`src/rtl/retrosoc_rst_gen.sv`:
```
// Core reset sequencer: synchronises board reset, filters clock-wizard lock,
// holds the core in reset for a fixed window and records the last reset cause.
module retrosoc_rst_gen #(
  parameter int unsigned SYNC_STAGES = 2,
  parameter int unsigned LOCK_FILT   = 16,
  parameter int unsigned HOLD_CYCLES = 64
) (
  input  logic       clk_i,
  input  logic       rst_n_i,
  input  logic       pll_locked_i,
  input  logic       sw_rst_req_i,
  output logic       rst_n_o,
  output logic [1:0] rst_cause_o,
  output logic [7:0] rst_cnt_o
);

  localparam int unsigned CNT_MAX = (LOCK_FILT > HOLD_CYCLES) ? LOCK_FILT : HOLD_CYCLES;
  localparam int unsigned CNT_W   = $clog2(CNT_MAX + 1);
  localparam logic [CNT_W-1:0] FILT_LAST = CNT_W'(LOCK_FILT - 1);
  localparam logic [CNT_W-1:0] HOLD_LAST = CNT_W'(HOLD_CYCLES - 1);

  typedef enum logic [1:0] {
    WAIT_LOCK = 2'd0,
    HOLD      = 2'd1,
    RUN       = 2'd2
  } state_t;

  typedef enum logic [1:0] {
    CAUSE_PIN  = 2'b00,
    CAUSE_LOCK = 2'b01,
    CAUSE_SW   = 2'b10
  } cause_t;

  logic [1:0]             r_rst_sync;
  logic                   w_rst_sync_n;
  logic [SYNC_STAGES-1:0] r_lock_sync;
  logic                   w_lock_s;
  state_t                 r_state;
  logic [CNT_W-1:0]       r_cnt;
  logic                   r_rst_n;
  cause_t                 r_cause;
  logic [7:0]             r_rst_cnt;
  logic [7:0]             w_rst_cnt_inc;

  // Assert asynchronously, release two edges after the pin goes high.
  always_ff @(posedge clk_i or negedge rst_n_i) begin
    if (!rst_n_i) begin
      r_rst_sync <= '0;
    end else begin
      r_rst_sync <= {r_rst_sync[0], 1'b1};
    end
  end

  assign w_rst_sync_n = r_rst_sync[1];

  always_ff @(posedge clk_i or negedge w_rst_sync_n) begin
    if (!w_rst_sync_n) begin
      r_lock_sync <= '0;
    end else begin
      r_lock_sync <= {r_lock_sync[SYNC_STAGES-2:0], pll_locked_i};
    end
  end

  assign w_lock_s      = r_lock_sync[SYNC_STAGES-1];
  assign w_rst_cnt_inc = (r_rst_cnt == 8'hFF) ? r_rst_cnt : r_rst_cnt + 8'd1;

  // r_rst_n is assigned alongside each transition so it tracks the next state.
  always_ff @(posedge clk_i or negedge w_rst_sync_n) begin
    if (!w_rst_sync_n) begin
      r_state   <= WAIT_LOCK;
      r_cnt     <= '0;
      r_rst_n   <= 1'b0;
      r_cause   <= CAUSE_PIN;
      r_rst_cnt <= '0;
    end else begin
      case (r_state)
        WAIT_LOCK: begin
          r_rst_n <= 1'b0;
          if (!w_lock_s) begin
            r_cnt <= '0;
          end else if (r_cnt == FILT_LAST) begin
            r_state <= HOLD;
            r_cnt   <= '0;
          end else begin
            r_cnt <= r_cnt + CNT_W'(1);
          end
        end
        HOLD: begin
          if (!w_lock_s) begin
            r_state   <= WAIT_LOCK;
            r_cnt     <= '0;
            r_rst_n   <= 1'b0;
            r_cause   <= CAUSE_LOCK;
            r_rst_cnt <= w_rst_cnt_inc;
          end else if (r_cnt == HOLD_LAST) begin
            r_state <= RUN;
            r_cnt   <= '0;
            r_rst_n <= 1'b1;
          end else begin
            r_cnt   <= r_cnt + CNT_W'(1);
            r_rst_n <= 1'b0;
          end
        end
        RUN: begin
          r_cnt <= '0;
          if (!w_lock_s) begin
            r_state   <= WAIT_LOCK;
            r_rst_n   <= 1'b0;
            r_cause   <= CAUSE_LOCK;
            r_rst_cnt <= w_rst_cnt_inc;
          end else if (sw_rst_req_i) begin
            r_state   <= HOLD;
            r_rst_n   <= 1'b0;
            r_cause   <= CAUSE_SW;
            r_rst_cnt <= w_rst_cnt_inc;
          end else begin
            r_rst_n <= 1'b1;
          end
        end
        default: begin
          r_state <= WAIT_LOCK;
          r_cnt   <= '0;
          r_rst_n <= 1'b0;
        end
      endcase
    end
  end

  assign rst_n_o     = r_rst_n;
  assign rst_cause_o = r_cause;
  assign rst_cnt_o   = r_rst_cnt;

endmodule

```
`config.mk`:
```
export PLATFORM = sky130hd
export DESIGN_NAME = retrosoc_rst_gen
export DESIGN_NICKNAME = d
export VERILOG_FILES = /design/src/rtl/retrosoc_rst_gen.sv
export SDC_FILE = /design/constraint.sdc
export NUM_CORES = 1
export LEC_CHECK = 0
export BUFFER_PORTS_ARGS = -buffer_cell sky130_fd_sc_hd__buf_2
export CAP_MARGIN = 20
export CORE_MARGIN = 5
export CORE_UTILIZATION = 52
export CTS_CLUSTER_DIAMETER = 40
export DETAILED_ROUTE_END_ITERATION = 8
export MAX_ROUTING_LAYER = met4
export PLACE_DENSITY = 0.71
export RECOVER_POWER = 25
export SLEW_MARGIN = 5
export SYNTH_ARGS = -nofsm -noshare
export SYNTH_HDL_FRONTEND = slang
export SYNTH_SLANG_ARGS = --single-unit
```
`constraint.sdc`:
```
create_clock -name clk_i -period 1.1 [get_ports clk_i]
set_clock_uncertainty 0.15 [all_clocks]
set_input_delay 0.22 -clock clk_i [delete_from_list [all_inputs] [get_ports clk_i]]
set_output_delay 0.22 -clock clk_i [all_outputs]
set_load 0.05 [all_outputs]
```
# ---- Yosys cells after proc, flatten, opt, wreduce, memory -nomap -nowiden
# Cells that the tools add are included.
dict set report word_totals {
  reg_bits 24
  in_bits 4
  output_inout_bits 11
  elab_cells 49
}
dict set report classes {
  n_addsub 2
  n_eq_ne 10
  mux 26
  n_reduce_logical 4
}
# op n
set ops {}
lappend ops {{8-bit 2-to-1 mux} 4}
lappend ops {{7-bit 2-to-1 mux} 4}
lappend ops {{2-bit 2-to-1 mux} 9}
lappend ops {{8-bit one-hot mux with 2 select lines} 1}
lappend ops {{7-bit one-hot mux with 2 select lines} 1}
lappend ops {{8-bit by 1-bit adder with 8-bit output (second input constant)} 1}
lappend ops {{8-bit == test (second input constant)} 1}
lappend ops {{7-bit by 1-bit adder with 7-bit output (second input constant)} 1}
lappend ops {{7-bit by 4-bit == test with 1-bit output (second input constant)} 1}
lappend ops {{7-bit by 6-bit == test with 1-bit output (second input constant)} 1}
lappend ops {{2-bit != test (second input constant)} 3}
lappend ops {{3-bit != test (second input constant)} 2}
lappend ops {{2-bit one-hot mux with 3 select lines} 1}
lappend ops {{1-bit 2-to-1 mux} 4}
lappend ops {{2-bit one-hot mux with 2 select lines} 1}
lappend ops {{4-bit AND reduction} 1}
lappend ops {{3-bit AND reduction} 1}
lappend ops {{2-bit by 1-bit == test with 1-bit output (second input constant)} 1}
lappend ops {{2-bit == test (second input constant)} 1}
lappend ops {{2-bit logical NOT} 1}
lappend ops {{1-bit one-hot mux with 2 select lines} 1}
lappend ops {{2-bit nonzero test} 1}

# ---- Logic depth before layout (Yosys ltp)
# Gate-level depths: netlist (run 1).
dict set report logic_depth {
  word_depth 5
  depth_mapped 8
  depth_no_buf 7
}

# ---- Worst setup path after synthesis (run 1)
# No wires, ideal clock.
dict set report synth_timing {
  path_type {register -> register}
  start {register r_rst_cnt[2] (netlist: rst_cnt_o[2])}
  end {register r_rst_cnt[1] (netlist: rst_cnt_o[1])}
  setup_time_ns 0.125
  arrival_time_ns 1.667
  required_time_ns 0.825
  setup_slack_ns -0.842
  path_stages_with_launch 6
  path_buffers 1
  synth_period_minus_slack_ns 1.942
  cell_sequence {dfrtp_1 > and4_1 > nand4_1 > and3_1 > buf_6 > mux2_4}
}
dict set report synth_via {
  elab_chain_cells 5
  word_cells_on_any_way 6
  cone_classes {eq/ne (1); mux (5)}
}
# item line_no
set synth_lines {}
lappend synth_lines {{from (decl)} 42} ;# logic [7:0] r_rst_cnt;
lappend synth_lines {{from (signal assigned)} 94} ;# r_rst_cnt <= w_rst_cnt_inc;
lappend synth_lines {{from (signal assigned)} 110} ;# r_rst_cnt <= w_rst_cnt_inc;
lappend synth_lines {{from (signal assigned)} 115} ;# r_rst_cnt <= w_rst_cnt_inc;
lappend synth_lines {{8-bit == test (*)} 65} ;# assign w_rst_cnt_inc = (r_rst_cnt == 8'hFF) ? r_rst_cnt : r_rst_cnt + 8'd1;
lappend synth_lines {{8-bit 2-to-1 mux (*)} 65}
lappend synth_lines {{8-bit 2-to-1 mux} 111} ;# end else if (sw_rst_req_i) begin
lappend synth_lines {{8-bit 2-to-1 mux} 106} ;# if (!w_lock_s) begin
lappend synth_lines {{8-bit one-hot mux with 2 select lines (*)} 76} ;# case (r_state)
# Every way passes the cells marked *; elsewhere a longest branch is shown, timed or not. The select of a mux whose other input is x is not followed.
# A chain may end at the register's enable or synchronous reset.

# ---- Worst setup path after layout (run 1)
dict set report layout_timing {
  start {register r_state[1]}
  end {register r_cnt[4]}
}
dict set report layout_via {
  elab_chain_cells 2
  word_cells_on_any_way 3
  cone_classes {eq/ne (1); mux (1); reduce/logical (1)}
}
# item line_no
set layout_lines {}
lappend layout_lines {{from (decl)} 38} ;# state_t r_state;
lappend layout_lines {{from (signal assigned)} 70} ;# r_state <= WAIT_LOCK;
lappend layout_lines {{from (signal assigned)} 82} ;# r_state <= HOLD;
lappend layout_lines {{from (signal assigned)} 90} ;# r_state <= WAIT_LOCK;
lappend layout_lines {{2-bit by 1-bit == test with 1-bit output / 2-bit logical NOT (equally long branches)} 76}
lappend layout_lines {{7-bit one-hot mux with 2 select lines (*)} 76}
lappend layout_lines {{to (signal assigned)} 85} ;# r_cnt <= r_cnt + CNT_W'(1);
lappend layout_lines {{to (signal assigned)} 100} ;# r_cnt <= r_cnt + CNT_W'(1);
lappend layout_lines {{to (decl)} 39} ;# logic [CNT_W-1:0] r_cnt;
# Every way passes the cells marked *; elsewhere a longest branch is shown, timed or not.

==> qor.txt, run 1 <==
STATUS
----------------------------------------------------------------------------------------
Run status ................................................................ complete, but fails checks
Failing checks ............................................................ setup timing

DIE
----------------------------------------------------------------------------------------
Core area .................................................................     2148 µm²
Starting density of the core ..............................................       53.00%
Boundary Pins .............................................................           15
Total Die Area ............................................................     3226 µm²
DIE WIDTH .................................................................     56.80 µm
Height of the die .........................................................     56.80 µm
Number of placement rows ..................................................           17

CTS
----------------------------------------------------------------------------------------
Root buffer cell .......................................................... sky130_fd_sc_hd__clkbuf_4
CTS buffer count ..........................................................            3
TritonCTS sink count ......................................................           24
H-tree depth ..............................................................            1
Clock latency at the later pin of the worst-skew pair .....................       340 ps
Clk pin slew, worst setup/hold paths ......................................       150 ps
Maximum clock path buffer count ...........................................            2
Clock tree from TritonCTS .................................................          yes

CELLS AND AREA
----------------------------------------------------------------------------------------
Number of filler cells placed in the layout ...............................           46
Non-filler cells in the finished layout ...................................          203
Area used by multi-input combinational logic ..............................    723.2 µm²
Post-Route Utilization ....................................................       95.63%
Total inserted antenna cells ..............................................            0
Synth-to-Final Area Change ................................................       80.44%
Share of layout cells above drive strength 1 ..............................       65.14%
Net count of the finished layout ..........................................          186
Register cell area after layout ...........................................    608.1 µm²

PLACED DESIGN
----------------------------------------------------------------------------------------
Dpl cells .................................................................          173
HPWL after detailed placement .............................................      1930 µm
GPL Wtd Cong ..............................................................       0.7573
I/O Buffers ...............................................................           14
Worst setup slack before clock tree synthesis .............................    -747.9 ps

WORST SETUP PATH
----------------------------------------------------------------------------------------
Cell depth of the worst setup path ........................................            7
Source of the critical timing path ........................................   r_state[1]
Arr. time, crit path ......................................................      1970 ps
Start of the worst register-to-register path ..............................   r_state[1]
Crit path kind ............................................................ register to register
Critical path endpoint ....................................................     r_cnt[4]
Endpoint of the lowest-slack register-to-register path ....................     r_cnt[4]
Reg2reg setup slack .......................................................      -790 ps
Number of buffers and inverters on the critical path ......................            2
Kind of cell adding the most delay to the critical path ...................   flip-flops
Crit-path cells ........................................................... inv_2, ha_4, buf_6, nor3_2, a31oi_2, o221ai_4, nor2_1
Largest stage delay on the critical path ..................................       470 ps
Register-to-Register Path Depth ...........................................            7
Slowest-stage cell, CP .................................................... sky130_fd_sc_hd__dfrtp_1
Critical Path RT ..........................................................      1180 ps
Type of element capturing the critical path ...............................     register
Category of the worst setup path launch point .............................     register
Highest net fanout along the worst path ...................................            6

STA
----------------------------------------------------------------------------------------
Number of setup violations in the final report ............................           31
Final worst slack .........................................................    -788.5 ps
Unrepaired setup endpoints after global routing ...........................          yes
Pin slew with the least headroom to its limit .............................     583.3 ps
Portion of the clock cycle consumed by the worst path in the final layout .       171.7%
Maximum operating frequency ...............................................    529.5 MHz
Post-route setup TNS ......................................................    -16720 ps
Total count of hold-check failures in the final report ....................            0
Pins Over Slew Limit ......................................................            0
Slew HR ...................................................................       61.11%
Clock period minus worst slack ............................................      1888 ps

GRT
----------------------------------------------------------------------------------------
Vias in the first global route ............................................         1193
Wire length of the first global-routing pass ..............................      6506 µm
Overall Global Routing Usage ..............................................       28.78%
Maximum number of pins on one net before global-route repair ..............           23
Initial antenna violation count ...........................................            0
Congestion Overflow GR ....................................................            0

LOGIC SYNTHESIS
----------------------------------------------------------------------------------------
Area share of xor/xnor cells in the synthesized design ....................       8.462%
Dominant cell type by area after synthesis ................................ sky130_fd_sc_hd__dfrtp_1
Adder-cell share of the synthesized area ..................................       6.593%
Main combinational cell family by area after synthesis .................... simple AND/OR/NAND/NOR gates
Register bit total from synthesis .........................................           24
Cell area after synthesis .................................................     1139 µm²
Main area contributors after synthesis .................................... sky130_fd_sc_hd__dfrtp_1 53%, sky130_fd_sc_hd__ha_1 6.6%, sky130_fd_sc_hd__xnor2_1 5.4%
Total number of yosys warnings ............................................            0
Share of the yosys chip area belonging to registers .......................       52.75%
Unique masters post-synth .................................................           30
Fraction of the mapped netlist area in compound gates .....................       9.121%
Post-synthesis instance total .............................................          103
Portion of netlist area occupied by mux cells .............................       2.198%
Top cell type's share of synthesized area .................................       52.75%
Post-Synthesis Mean Instance Area .........................................    11.05 µm²
Simple-Gate Fraction of Synth Area ........................................       17.80%
Number of nets in the synthesized netlist .................................          113

DRT
----------------------------------------------------------------------------------------
DR DRC count ..............................................................            0
Total number of vias ......................................................         1224
Detail-routed via count per cell ..........................................        6.030
1st-pass router iterations ................................................            4
Count of antenna-violating nets left after detailed routing ...............            0
Number of DRC markers after the initial detailed-route iteration ..........           76
Total length of routed wires ..............................................      5322 µm
Avg WL per Cell ...........................................................     26.22 µm

PWR
----------------------------------------------------------------------------------------
Cell Pwr Density ..........................................................  3015 nW/µm²
Largest vdd supply drop ...................................................   0.003299 V
Leak Pwr ..................................................................    0.9875 nW
Design Power ..............................................................     6.194 mW

JOB
----------------------------------------------------------------------------------------
Max-cap violation count ...................................................            0

WORST HOLD PATH
----------------------------------------------------------------------------------------
Hold WC Path Type ......................................................... input port to async pin

metrics by stage:
| stage | instance area, µm² | hold WS [ps] |
|---|---|---|
| 3_3_place_gp | 1546 | -144.9 |
| 3_5_place_dp | 1546 | -142.2 |
| 5_1_grt | 2054 | 88.79 |
| 4_1_cts | 1923 | 38.23 |
| 6_report | 2054 | 93.55 |
| 2_1_floorplan | 1239 | -225.6 |
worst register-to-register path, cell delays in order, from the launching register on:
cell	delay, ps
sky130_fd_sc_hd__dfrtp_1	470
sky130_fd_sc_hd__inv_2	120
sky130_fd_sc_hd__ha_4	200
sky130_fd_sc_hd__buf_6	130
sky130_fd_sc_hd__nor3_2	210
sky130_fd_sc_hd__a31oi_2	110
sky130_fd_sc_hd__o221ai_4	300
sky130_fd_sc_hd__nor2_1	110
how the worst min path moves through the flow:
stage          startpoint            end  slack, ps
4_1_cts           rst_n_i  r_rst_sync[0]         40
3_3_place_gp      rst_n_i  r_rst_sync[0]       -140
5_1_grt           rst_n_i  r_rst_sync[0]         90
2_1_floorplan     rst_n_i  r_rst_sync[0]       -230
6_report          rst_n_i  r_rst_sync[0]         90
3_5_place_dp      rst_n_i  r_rst_sync[0]       -140
cells in the final DEF (no fill, tap or decap), types with 4 or more instances in the layout:
| master | instances |
|---|---|
| sky130_fd_sc_hd__buf_8 | 8 |
| sky130_fd_sc_hd__dfrtp_1 | 18 |
| sky130_fd_sc_hd__nand4_1 | 4 |
| sky130_fd_sc_hd__xnor2_1 | 5 |
| sky130_fd_sc_hd__a21oi_2 | 5 |
| sky130_fd_sc_hd__nor2_1 | 7 |
| sky130_fd_sc_hd__dfrtp_2 | 6 |
| sky130_fd_sc_hd__buf_6 | 18 |
| sky130_fd_sc_hd__buf_4 | 38 |
| sky130_fd_sc_hd__nand2_1 | 6 |
| sky130_fd_sc_hd__ha_4 | 5 |
power breakdown:
group / internal, mW / total [mW] / switching [mW]
logic: 2.13 / 4.40 / 2.27
clock network: 0.143 / 0.445 / 0.302
registers: 1.12 / 1.35 / 0.232
total: 3.39 / 6.19 / 2.80
cell families (layout without fill, tap and decap cells):
| family | Yosys count | after routing |
|---|---|---|
| buffers and inverters | 6 | 78 |
| adders and majority gates | 6 | 6 |
| and+or+nand+nor | 36 | 36 |
| DFF | 24 | 24 |
| muxes | 2 | 2 |
| other | 1 | 1 |
| xor gates and xnor gates | 11 | 11 |
| AOI/OAI and AO/OA | 17 | 17 |
layout make-up:
class	count	share of cell area [%]
clock buffer	4	1.279
tap	28	1.705
timing repair buffer	70	31.49
inverter	4	0.7308
sequential	24	29.60
multi-input combinational	73	35.20
flip-flops by register name, summed over array words and instances (netlist names):
signal and count:
r_cnt 7, r_lock_sync 2, r_rst_sync 2, r_state 2
rst_cause_o 2, rst_cnt_o 8, rst_n_o 1
timing repair:
| action | 4_1_cts | 5_1_grt |
|---|---|---|
| resized for setup | 58 | 20 |
| buffers inserted | 16 | 14 |
| endpoints found under the setup margin | 31 | 31 |
| pin swaps | 18 | 16 |
| endpoints found under the hold margin | 3 | 0 |
| hold buffers | 2 | 0 |
metal layers:
metal  track usage, %  vias to the layer above  share of wire [%]
met5                -                        -                  0
met4            15.23                        0                6.5
met3            4.598                       30                7.9
met2            50.33                       90                 50
met1            31.05                      605                 35
li1                 -                      499                  -
synth_stat cells:
master                     number
sky130_fd_sc_hd__dfrtp_1       24
sky130_fd_sc_hd__nor2_1        10
sky130_fd_sc_hd__nand2_1        7
sky130_fd_sc_hd__xnor2_1        7
sky130_fd_sc_hd__a21oi_1        6
sky130_fd_sc_hd__ha_1           6
sky130_fd_sc_hd__inv_1          4
sky130_fd_sc_hd__nand3_1        4
sky130_fd_sc_hd__nand4_1        4
sky130_fd_sc_hd__o21ai_0        4
sky130_fd_sc_hd__xor2_1         4
sky130_fd_sc_hd__and3_1         3
sky130_fd_sc_hd__nor3_1         3
sky130_fd_sc_hd__a21boi_1       1
sky130_fd_sc_hd__a31oi_1        1
sky130_fd_sc_hd__and4_1         1
sky130_fd_sc_hd__buf_2          1
sky130_fd_sc_hd__buf_6          1
sky130_fd_sc_hd__conb_1         1
sky130_fd_sc_hd__mux2_4         1
sky130_fd_sc_hd__mux2i_1        1
sky130_fd_sc_hd__nand4b_2       1
sky130_fd_sc_hd__nor2b_1        1
sky130_fd_sc_hd__nor4b_4        1
sky130_fd_sc_hd__o211a_1        1
sky130_fd_sc_hd__o21a_1         1
sky130_fd_sc_hd__o21ai_1        1
sky130_fd_sc_hd__o21ai_2        1
sky130_fd_sc_hd__o221ai_1       1
sky130_fd_sc_hd__or3_1          1
Note: power is estimated with default switching activity, not from simulation.
==> run 2, diff against run 1 <==
--- a/config.mk
+++ b/config.mk
@@ -11,6 +11,7 @@
 export CORE_UTILIZATION = 52
 export CTS_CLUSTER_DIAMETER = 40
 export DETAILED_ROUTE_END_ITERATION = 8
+export GPL_TIMING_DRIVEN = 1
 export MAX_ROUTING_LAYER = met4
 export PLACE_DENSITY = 0.71
 export RECOVER_POWER = 25
@@ -18,3 +19,4 @@
 export SYNTH_ARGS = -nofsm -noshare
 export SYNTH_HDL_FRONTEND = slang
 export SYNTH_SLANG_ARGS = --single-unit
+export TNS_END_PERCENT = 30
==> qor.txt, run 2 (same netlist as run 1, synthesis figures left out) <==
CELLS AND AREA
----------------------------------------------------------------------------------------
Non-filler cells in the finished layout ...................................          190   was 203
Post-Route Utilization ....................................................       87.36%   was 95.63%
Share of layout cells above drive strength 1 ..............................       58.02%   was 65.14%
Number of flip-flops under the largest register name ......................            8   unchanged
Synth-to-Final Area Change ................................................       64.84%   was 80.44%
Design area ...............................................................     1877 µm²   was 2054 µm²
Commonest non-fill, non-tap cells in the layout ........................... 35 x sky130_fd_sc_hd__buf_4, 18 x sky130_fd_sc_hd__dfrtp_1, 12 x sky130_fd_sc_hd__buf_6   was 38 x sky130_fd_sc_hd__buf_4, 18 x sky130_fd_sc_hd__buf_6, 18 x sky130_fd_sc_hd__dfrtp_1
Most common cell after layout, fill and taps aside ........................ sky130_fd_sc_hd__buf_4   unchanged
Total inserted antenna cells ..............................................            0   unchanged
Net count of the finished layout ..........................................          173   was 186

DIE
----------------------------------------------------------------------------------------
DIE WIDTH .................................................................     56.80 µm   unchanged
Total Die Area ............................................................     3226 µm²   unchanged
Height of the die .........................................................     56.80 µm   unchanged
Number of placement rows ..................................................           17   unchanged
Boundary Pins .............................................................           15   unchanged
Starting density of the core ..............................................       53.00%   unchanged
Core area .................................................................     2148 µm²   unchanged

STA
----------------------------------------------------------------------------------------
Slew HR ...................................................................       63.19%   was 61.11%
Number of setup violations in the final report ............................           31   unchanged
Total count of hold-check failures in the final report ....................            0   unchanged
Worst Hold Slack ..........................................................     38.73 ps   was 93.55 ps
Portion of the clock cycle consumed by the worst path in the final layout .       162.8%   was 171.7%
Maximum operating frequency ...............................................    558.3 MHz   was 529.5 MHz
Clock period minus worst slack ............................................      1791 ps   was 1888 ps
Unrepaired setup endpoints after global routing ...........................          yes   unchanged
Final worst slack .........................................................    -691.1 ps   was -788.5 ps
Post-route setup TNS ......................................................    -14940 ps   was -16720 ps
Pins Over Slew Limit ......................................................            0   unchanged
Pin slew with the least headroom to its limit .............................     552.1 ps   was 583.3 ps

WORST SETUP PATH
----------------------------------------------------------------------------------------
Highest net fanout along the worst path ...................................            8   was 6
Reg2reg setup slack .......................................................      -690 ps   was -790 ps
Arr. time, crit path ......................................................      1880 ps   was 1970 ps
Register-to-Register Path Depth ...........................................            6   was 7
Category of the worst setup path launch point .............................     register   unchanged
Type of element capturing the critical path ...............................     register   unchanged
Critical Path RT ..........................................................      1180 ps   about the same
Crit path kind ............................................................ register to register   unchanged

CTS
----------------------------------------------------------------------------------------
Maximum clock path buffer count ...........................................            2   unchanged
Clock latency at the later pin of the worst-skew pair .....................       320 ps   was 340 ps
TritonCTS sink count ......................................................           24   unchanged
Clock tree from TritonCTS .................................................          yes   unchanged
CTS buffer count ..........................................................            3   unchanged
Clk pin slew, worst setup/hold paths ......................................       140 ps   was 150 ps
H-tree depth ..............................................................            1   unchanged
Root buffer cell .......................................................... sky130_fd_sc_hd__clkbuf_4   unchanged

WORST HOLD PATH
----------------------------------------------------------------------------------------
Hold WC Path Type ......................................................... input port to async pin   unchanged

PLACED DESIGN
----------------------------------------------------------------------------------------
Dpl cells .................................................................          175   was 173
GPL Wtd Cong ..............................................................       0.7688   was 0.7573
I/O Buffers ...............................................................           14   unchanged
Worst setup slack before clock tree synthesis .............................    -754.3 ps   was -747.9 ps
HPWL after detailed placement .............................................      1762 µm   was 1930 µm
Placed cell areas .........................................................     1508 µm²   was 1546 µm²

DRT
----------------------------------------------------------------------------------------
Avg WL per Cell ...........................................................     18.07 µm   was 26.22 µm
1st-pass router iterations ................................................            4   unchanged
Total length of routed wires ..............................................      3434 µm   was 5322 µm
DR DRC count ..............................................................            0   unchanged
Detail-routed via count per cell ..........................................        5.642   was 6.030
Count of antenna-violating nets left after detailed routing ...............            0   unchanged
Number of DRC markers after the initial detailed-route iteration ..........           31   was 76
Total number of vias ......................................................         1072   was 1224

GRT
----------------------------------------------------------------------------------------
Congestion Overflow GR ....................................................            0   unchanged
Overall Global Routing Usage ..............................................       22.13%   was 28.78%
Maximum number of pins on one net before global-route repair ..............           23   unchanged
Initial antenna violation count ...........................................            0   unchanged
Vias in the first global route ............................................         1173   was 1193
Wire length of the first global-routing pass ..............................      5354 µm   was 6506 µm

PWR
----------------------------------------------------------------------------------------
Leak Pwr ..................................................................    0.9012 nW   was 0.9875 nW
Cell Pwr Density ..........................................................  2818 nW/µm²   was 3015 nW/µm²
Largest vdd supply drop ...................................................   0.002462 V   was 0.003299 V
Design Power ..............................................................     5.288 mW   was 6.194 mW

JOB
----------------------------------------------------------------------------------------
Max-cap violation count ...................................................            0   unchanged

STATUS
----------------------------------------------------------------------------------------
Run status ................................................................ complete, but fails checks   unchanged
Failing checks ............................................................ setup timing   unchanged

run 2: final timing paths:
check / startpoint / endpoint
max: r_state[1] / rst_cnt_o[2]
min: rst_n_i / r_rst_sync[0]
max reg2reg: r_state[1] / rst_cnt_o[2]
min reg2reg: r_rst_sync[1] / r_cnt[6]
max in group asynchronous: r_rst_sync[1] / rst_cnt_o[0]
min in group clk_i: sw_rst_req_i / rst_cause_o[0]
run 2: final cells by class:
cell class              count  area (µm²)
clock inverters             1       30.03
clock buffers               3       22.52
flip-flops and latches     24       608.1
multi-input cells          73       669.4
well taps                  28       35.03
inverters                   4       15.01
fillers                    96       271.5
repair buffers             57       496.7
run 2: layer usage:
layer	part of all wire [%]	track usage (%)	wire, µm	up-vias
met4	2.4	12.91	84	0
li1	-	-	-	476
met1	40	22.45	1357	548
met5	0	-	0	-
met2	54	39.44	1853	36
met3	4.0	3.908	138	12
run 2: critical path, stage by stage (launching register included):
cell and delay (ps):
sky130_fd_sc_hd__dfrtp_1 470, sky130_fd_sc_hd__ha_4 190, sky130_fd_sc_hd__nor2b_4 130, sky130_fd_sc_hd__o21ai_2 160, sky130_fd_sc_hd__and3_4 260, sky130_fd_sc_hd__nand2_1 120
sky130_fd_sc_hd__xnor2_1 220
run 2: power breakdown:
part	switching (mW)	internal, mW
registers	0.209	1.12
clock network	0.290	0.369
logic	1.70	1.60
run 2: repair_timing:
action,4_1_cts,5_1_grt
hold buffers,2,0
pin swaps,15,6
resized for setup,45,16
hold endpoints to repair,3,0
endpoints found under the setup margin,31,31
buffers inserted,5,4
==> run 3, diff against run 2 <==
--- a/config.mk
+++ b/config.mk
@@ -7,15 +7,17 @@
 export LEC_CHECK = 0
 export BUFFER_PORTS_ARGS = -buffer_cell sky130_fd_sc_hd__buf_2
 export CAP_MARGIN = 20
+export CELL_PAD_IN_SITES_DETAIL_PLACEMENT = 2
+export CELL_PAD_IN_SITES_GLOBAL_PLACEMENT = 2
 export CORE_MARGIN = 5
-export CORE_UTILIZATION = 52
+export CORE_UTILIZATION = 36
 export CTS_CLUSTER_DIAMETER = 40
 export DETAILED_ROUTE_END_ITERATION = 8
 export GPL_TIMING_DRIVEN = 1
 export MAX_ROUTING_LAYER = met4
-export PLACE_DENSITY = 0.71
+export PLACE_DENSITY = 0.74
 export RECOVER_POWER = 25
-export SLEW_MARGIN = 5
+export SLEW_MARGIN = 20
 export SYNTH_ARGS = -nofsm -noshare
 export SYNTH_HDL_FRONTEND = slang
 export SYNTH_SLANG_ARGS = --single-unit
==> qor.txt, run 3 <==
STATUS
---------------------------------------------------------------------------
Run status ................................................... did not finish   was complete, but fails checks
Failing step ................................................. global routing
Tool error message ........................................... [ERROR DPL-0033] detailed placement checks failed during check placement.

LOGIC SYNTHESIS
---------------------------------------------------------------------------
Post-synthesis instance total ................................          103   unchanged
Commonest cells in the synthesized netlist ................... 24 x sky130_fd_sc_hd__dfrtp_1, 10 x sky130_fd_sc_hd__nor2_1, 7 x sky130_fd_sc_hd__nand2_1, 7 x sky130_fd_sc_hd__xnor2_1   unchanged
Post-Synthesis Mean Instance Area ............................    11.05 µm²   unchanged
Register bit total from synthesis ............................           24   unchanged
Total number of yosys warnings ...............................            0   unchanged
Share of the yosys chip area belonging to registers ..........       52.75%   unchanged
Unique masters post-synth ....................................           30   unchanged
Top flip-flop cell by instance count after synthesis ......... sky130_fd_sc_hd__dfrtp_1   unchanged
Post-synth EDFFs .............................................            0   unchanged
Top cell type's share of synthesized area ....................       52.75%   unchanged
Number of nets in the synthesized netlist ....................          113   unchanged
Main area contributors after synthesis ....................... sky130_fd_sc_hd__dfrtp_1 53%, sky130_fd_sc_hd__ha_1 6.6%, sky130_fd_sc_hd__xnor2_1 5.4%   unchanged
Synth async-reset ratio ......................................       100.0%   unchanged
Cell area after synthesis ....................................     1139 µm²   unchanged
Most frequent cell after synthesis ........................... sky130_fd_sc_hd__dfrtp_1   unchanged
Dominant cell type by area after synthesis ................... sky130_fd_sc_hd__dfrtp_1   unchanged

CTS
---------------------------------------------------------------------------
Maximum clock path buffer count ..............................            2   unchanged
CTS buffer count .............................................            3   unchanged
Root buffer cell ............................................. sky130_fd_sc_hd__clkbuf_4   unchanged
TritonCTS sink count .........................................           24   unchanged
H-tree depth .................................................            1   unchanged

GRT
---------------------------------------------------------------------------
Initial antenna violation count ..............................            0
Maximum number of pins on one net before global-route repair .           23

PLACED DESIGN
---------------------------------------------------------------------------
Dpl cells ....................................................          192   was 175
HPWL after detailed placement ................................      2623 µm   was 1762 µm
I/O Buffers ..................................................           14   unchanged
GPL Wtd Cong .................................................       0.7825   was 0.7688

DIE
---------------------------------------------------------------------------
Starting density of the core .................................       37.30%   was 53.00%
Boundary Pins ................................................           15   unchanged
Height of the die ............................................     66.24 µm   was 56.80 µm
DIE WIDTH ....................................................     66.24 µm   was 56.80 µm
Number of placement rows .....................................           20   was 17

STA
---------------------------------------------------------------------------
Worst EP post-GRT repair ..................................... rst_cnt_o[4]$_DFFE_PN0P_/D
Kind of the worst endpoint ................................... register input

run 3: cell counts after synthesis:
Identical to the previous run, type by type.
run 3: cells by family after synthesis:
group / synth area share [%]
xor gates and xnor gates: 8.461
muxes: 2.197
adders and majority gates: 6.593
other: 0.3294
buffers and inverters: 2.746
DFF: 52.75
AOI/OAI and AO/OA: 9.122
and+or+nand+nor: 17.80
run 3: timing repair:
| action | 4_1_cts |
|---|---|
| buffers inserted | 4 |
| pin swaps | 14 |
| endpoints found under the hold margin | 3 |
| endpoints found under the setup margin | 31 |
| hold buffers | 2 |
| gates resized for setup | 44 |
run 3: metrics by stage:
| step | instance area [µm²] | TNS, ps | setup slack [ps] | util (%) |
|---|---|---|---|---|
| after CTS | 1769 | -14860 | -667.3 | 57.95 |
| after detailed placement | 1535 | -13910 | -862.2 | 50.29 |
| after global placement | 1535 | -11170 | -680.7 | 50.29 |
| after floorplan | 1179 | -9843 | -623.5 | - |
==> run 4, diff against run 3 <==
--- a/config.mk
+++ b/config.mk
@@ -7,15 +7,11 @@
 export LEC_CHECK = 0
 export BUFFER_PORTS_ARGS = -buffer_cell sky130_fd_sc_hd__buf_2
 export CAP_MARGIN = 20
-export CELL_PAD_IN_SITES_DETAIL_PLACEMENT = 2
-export CELL_PAD_IN_SITES_GLOBAL_PLACEMENT = 2
-export CORE_MARGIN = 5
-export CORE_UTILIZATION = 36
-export CTS_CLUSTER_DIAMETER = 40
+export CORE_AREA = 5 5 66 68
 export DETAILED_ROUTE_END_ITERATION = 8
+export DIE_AREA = 0 0 71 73
 export GPL_TIMING_DRIVEN = 1
-export MAX_ROUTING_LAYER = met4
-export PLACE_DENSITY = 0.74
+export PLACE_DENSITY_LB_ADDON = 0.15
 export RECOVER_POWER = 25
 export SLEW_MARGIN = 20
 export SYNTH_ARGS = -nofsm -noshare
==> qor.txt, run 4 (same netlist as run 1, synthesis figures left out) <==
CELLS AND AREA
----------------------------------------------------------------------------------------
Commonest non-fill, non-tap cells in the layout ........................... 31 x sky130_fd_sc_hd__buf_4, 18 x sky130_fd_sc_hd__dfrtp_1, 14 x sky130_fd_sc_hd__buf_6
Number of flip-flops under the largest register name ......................            8
Share of layout cells above drive strength 1 ..............................       53.80%
Synth-to-Final Area Change ................................................       60.55%
Total inserted antenna cells ..............................................            0
Non-filler cells in the finished layout ...................................          208
Net count of the finished layout ..........................................          169
Most common cell after layout, fill and taps aside ........................ sky130_fd_sc_hd__buf_4

CTS
----------------------------------------------------------------------------------------
Root buffer cell .......................................................... sky130_fd_sc_hd__clkbuf_8   was sky130_fd_sc_hd__clkbuf_4
Maximum clock path buffer count ...........................................            2   unchanged
TritonCTS sink count ......................................................           24   unchanged
Clk pin slew, worst setup/hold paths ......................................        90 ps
Clock tree from TritonCTS .................................................          yes
H-tree depth ..............................................................            1   unchanged
Clock latency at the later pin of the worst-skew pair .....................       260 ps
CTS buffer count ..........................................................            3   unchanged

STA
----------------------------------------------------------------------------------------
Total count of hold-check failures in the final report ....................            0
Unrepaired setup endpoints after global routing ...........................          yes
Pin slew with the least headroom to its limit .............................     558.8 ps
Portion of the clock cycle consumed by the worst path in the final layout .       157.7%
Clock period minus worst slack ............................................      1734 ps
Slew HR ...................................................................       62.75%
Maximum operating frequency ...............................................    576.6 MHz
Number of setup violations in the final report ............................           31
Pins Over Slew Limit ......................................................            0
Final worst slack .........................................................    -634.3 ps

DIE
----------------------------------------------------------------------------------------
Core area .................................................................     3799 µm²
Height of the die .........................................................        73 µm   was 66.24 µm
Total Die Area ............................................................     5183 µm²
Starting density of the core ..............................................       29.97%   was 37.30%
Boundary Pins .............................................................           15   unchanged
DIE WIDTH .................................................................        71 µm   was 66.24 µm
Number of placement rows ..................................................           23   was 20

GRT
----------------------------------------------------------------------------------------
Maximum number of pins on one net before global-route repair ..............           23
Vias in the first global route ............................................         1074
Overall Global Routing Usage ..............................................       11.13%
Congestion Overflow GR ....................................................            0
Wire length of the first global-routing pass ..............................      4636 µm
Initial antenna violation count ...........................................            0

PLACED DESIGN
----------------------------------------------------------------------------------------
HPWL after detailed placement .............................................      1835 µm   was 2623 µm
Dpl cells .................................................................          198   was 192
Worst setup slack before clock tree synthesis .............................    -691.6 ps   was -862.2 ps
I/O Buffers ...............................................................           14   unchanged
GPL Wtd Cong ..............................................................       0.7603   was 0.7825

WORST SETUP PATH
----------------------------------------------------------------------------------------
Slowest-stage cell, CP .................................................... sky130_fd_sc_hd__dfrtp_1
Kind of cell adding the most delay to the critical path ...................   flip-flops
Type of element capturing the critical path ...............................     register
Number of buffers and inverters on the critical path ......................            1
Arr. time, crit path ......................................................      1740 ps
Highest net fanout along the worst path ...................................            8
Largest stage delay on the critical path ..................................       400 ps
Critical Path RT ..........................................................      1110 ps
Crit-path cells ........................................................... inv_2, ha_4, nor2b_4, o21ai_2, and3_4, mux2_4
Category of the worst setup path launch point .............................     register
Crit path kind ............................................................ register to register

PWR
----------------------------------------------------------------------------------------
Largest vdd supply drop ...................................................   0.001950 V
Design Power ..............................................................     4.795 mW
Leak Pwr ..................................................................    0.8823 nW
Cell Pwr Density ..........................................................  2623 nW/µm²

DRT
----------------------------------------------------------------------------------------
DR DRC count ..............................................................            0
Count of antenna-violating nets left after detailed routing ...............            0
Number of DRC markers after the initial detailed-route iteration ..........           19
Detail-routed via count per cell ..........................................        4.553
1st-pass router iterations ................................................            3
Total number of vias ......................................................          947
Total length of routed wires ..............................................      2559 µm
Avg WL per Cell ...........................................................     12.30 µm

STATUS
----------------------------------------------------------------------------------------
Run status ................................................................ complete, but fails checks   was did not finish
Failing checks ............................................................ setup timing

JOB
----------------------------------------------------------------------------------------
Max-cap violation count ...................................................            0

WORST HOLD PATH
----------------------------------------------------------------------------------------
Hold WC Path Type ......................................................... input port to async pin

[run 4: what timing repair did]
action / CTS / global route
hold buffers: 2 / 0
endpoints found under the hold margin: 3 / 0
resized for setup: 39 / 14
endpoints found under the setup margin: 31 / 31
buffers inserted: 5 / 0
pin swaps: 9 / 8
[run 4: per-stage QoR]
stage	hold slack [ps]	TNS (ps)	cell area, µm²	util, %
after global placement	-145.2	-11430	1543	40.61
final	115.2	-13050	1828	48.12
after CTS	83.51	-13170	1787	47.04
after floorplan	-225.6	-9843	1179	-
after detailed placement	-140.8	-11580	1543	40.61
after global routing	122.1	-15270	1828	48.12
[run 4: cell type report]
cell class / instances / area (µm²)
Fill cell: 365 / 1971
Multi-Input combinational cell: 73 / 628.1
Sequential cell: 24 / 608.1
Timing Repair Buffer: 53 / 459.2
Tap cell: 50 / 62.56
Clock buffer: 4 / 55.05
Inverter: 4 / 15.01
[run 4: path summary, 6_finish.rpt]
| path | slack, ps | start | to | depth (start not counted) |
|---|---|---|---|---|
| worst max register to register | -630 | r_state[0] | rst_cnt_o[1] | 6 |
| max in group asynchronous | 240 | r_rst_sync[1] | rst_cnt_o[0] | 1 |
| worst min register to register | 160 | r_rst_sync[1] | r_cnt[1] | 1 |
| min in group clk_i | 200 | r_lock_sync[0] | r_lock_sync[1] | 0 |
| worst max-delay path | -630 | r_state[0] | rst_cnt_o[1] | 6 |
| worst min-delay path | 120 | rst_n_i | r_rst_sync[0] | 2 |
[run 4: power breakdown]
group | leakage, nW | internal (mW) | switching (mW)
clock | 0.0288 | 0.319 | 0.285
combinational | 0.553 | 1.42 | 1.47
sequential | 0.300 | 1.12 | 0.177
total | 0.882 | 2.86 | 1.93
[run 4: metal layers]
layer  vias up  track usage [%]  routed length [µm]
li1        472                -                   -
met1       461            12.44                1074
met2        12            20.91                1395
met3         2            2.342                  71
met4         0            3.758                  17
met5         -                0                   0
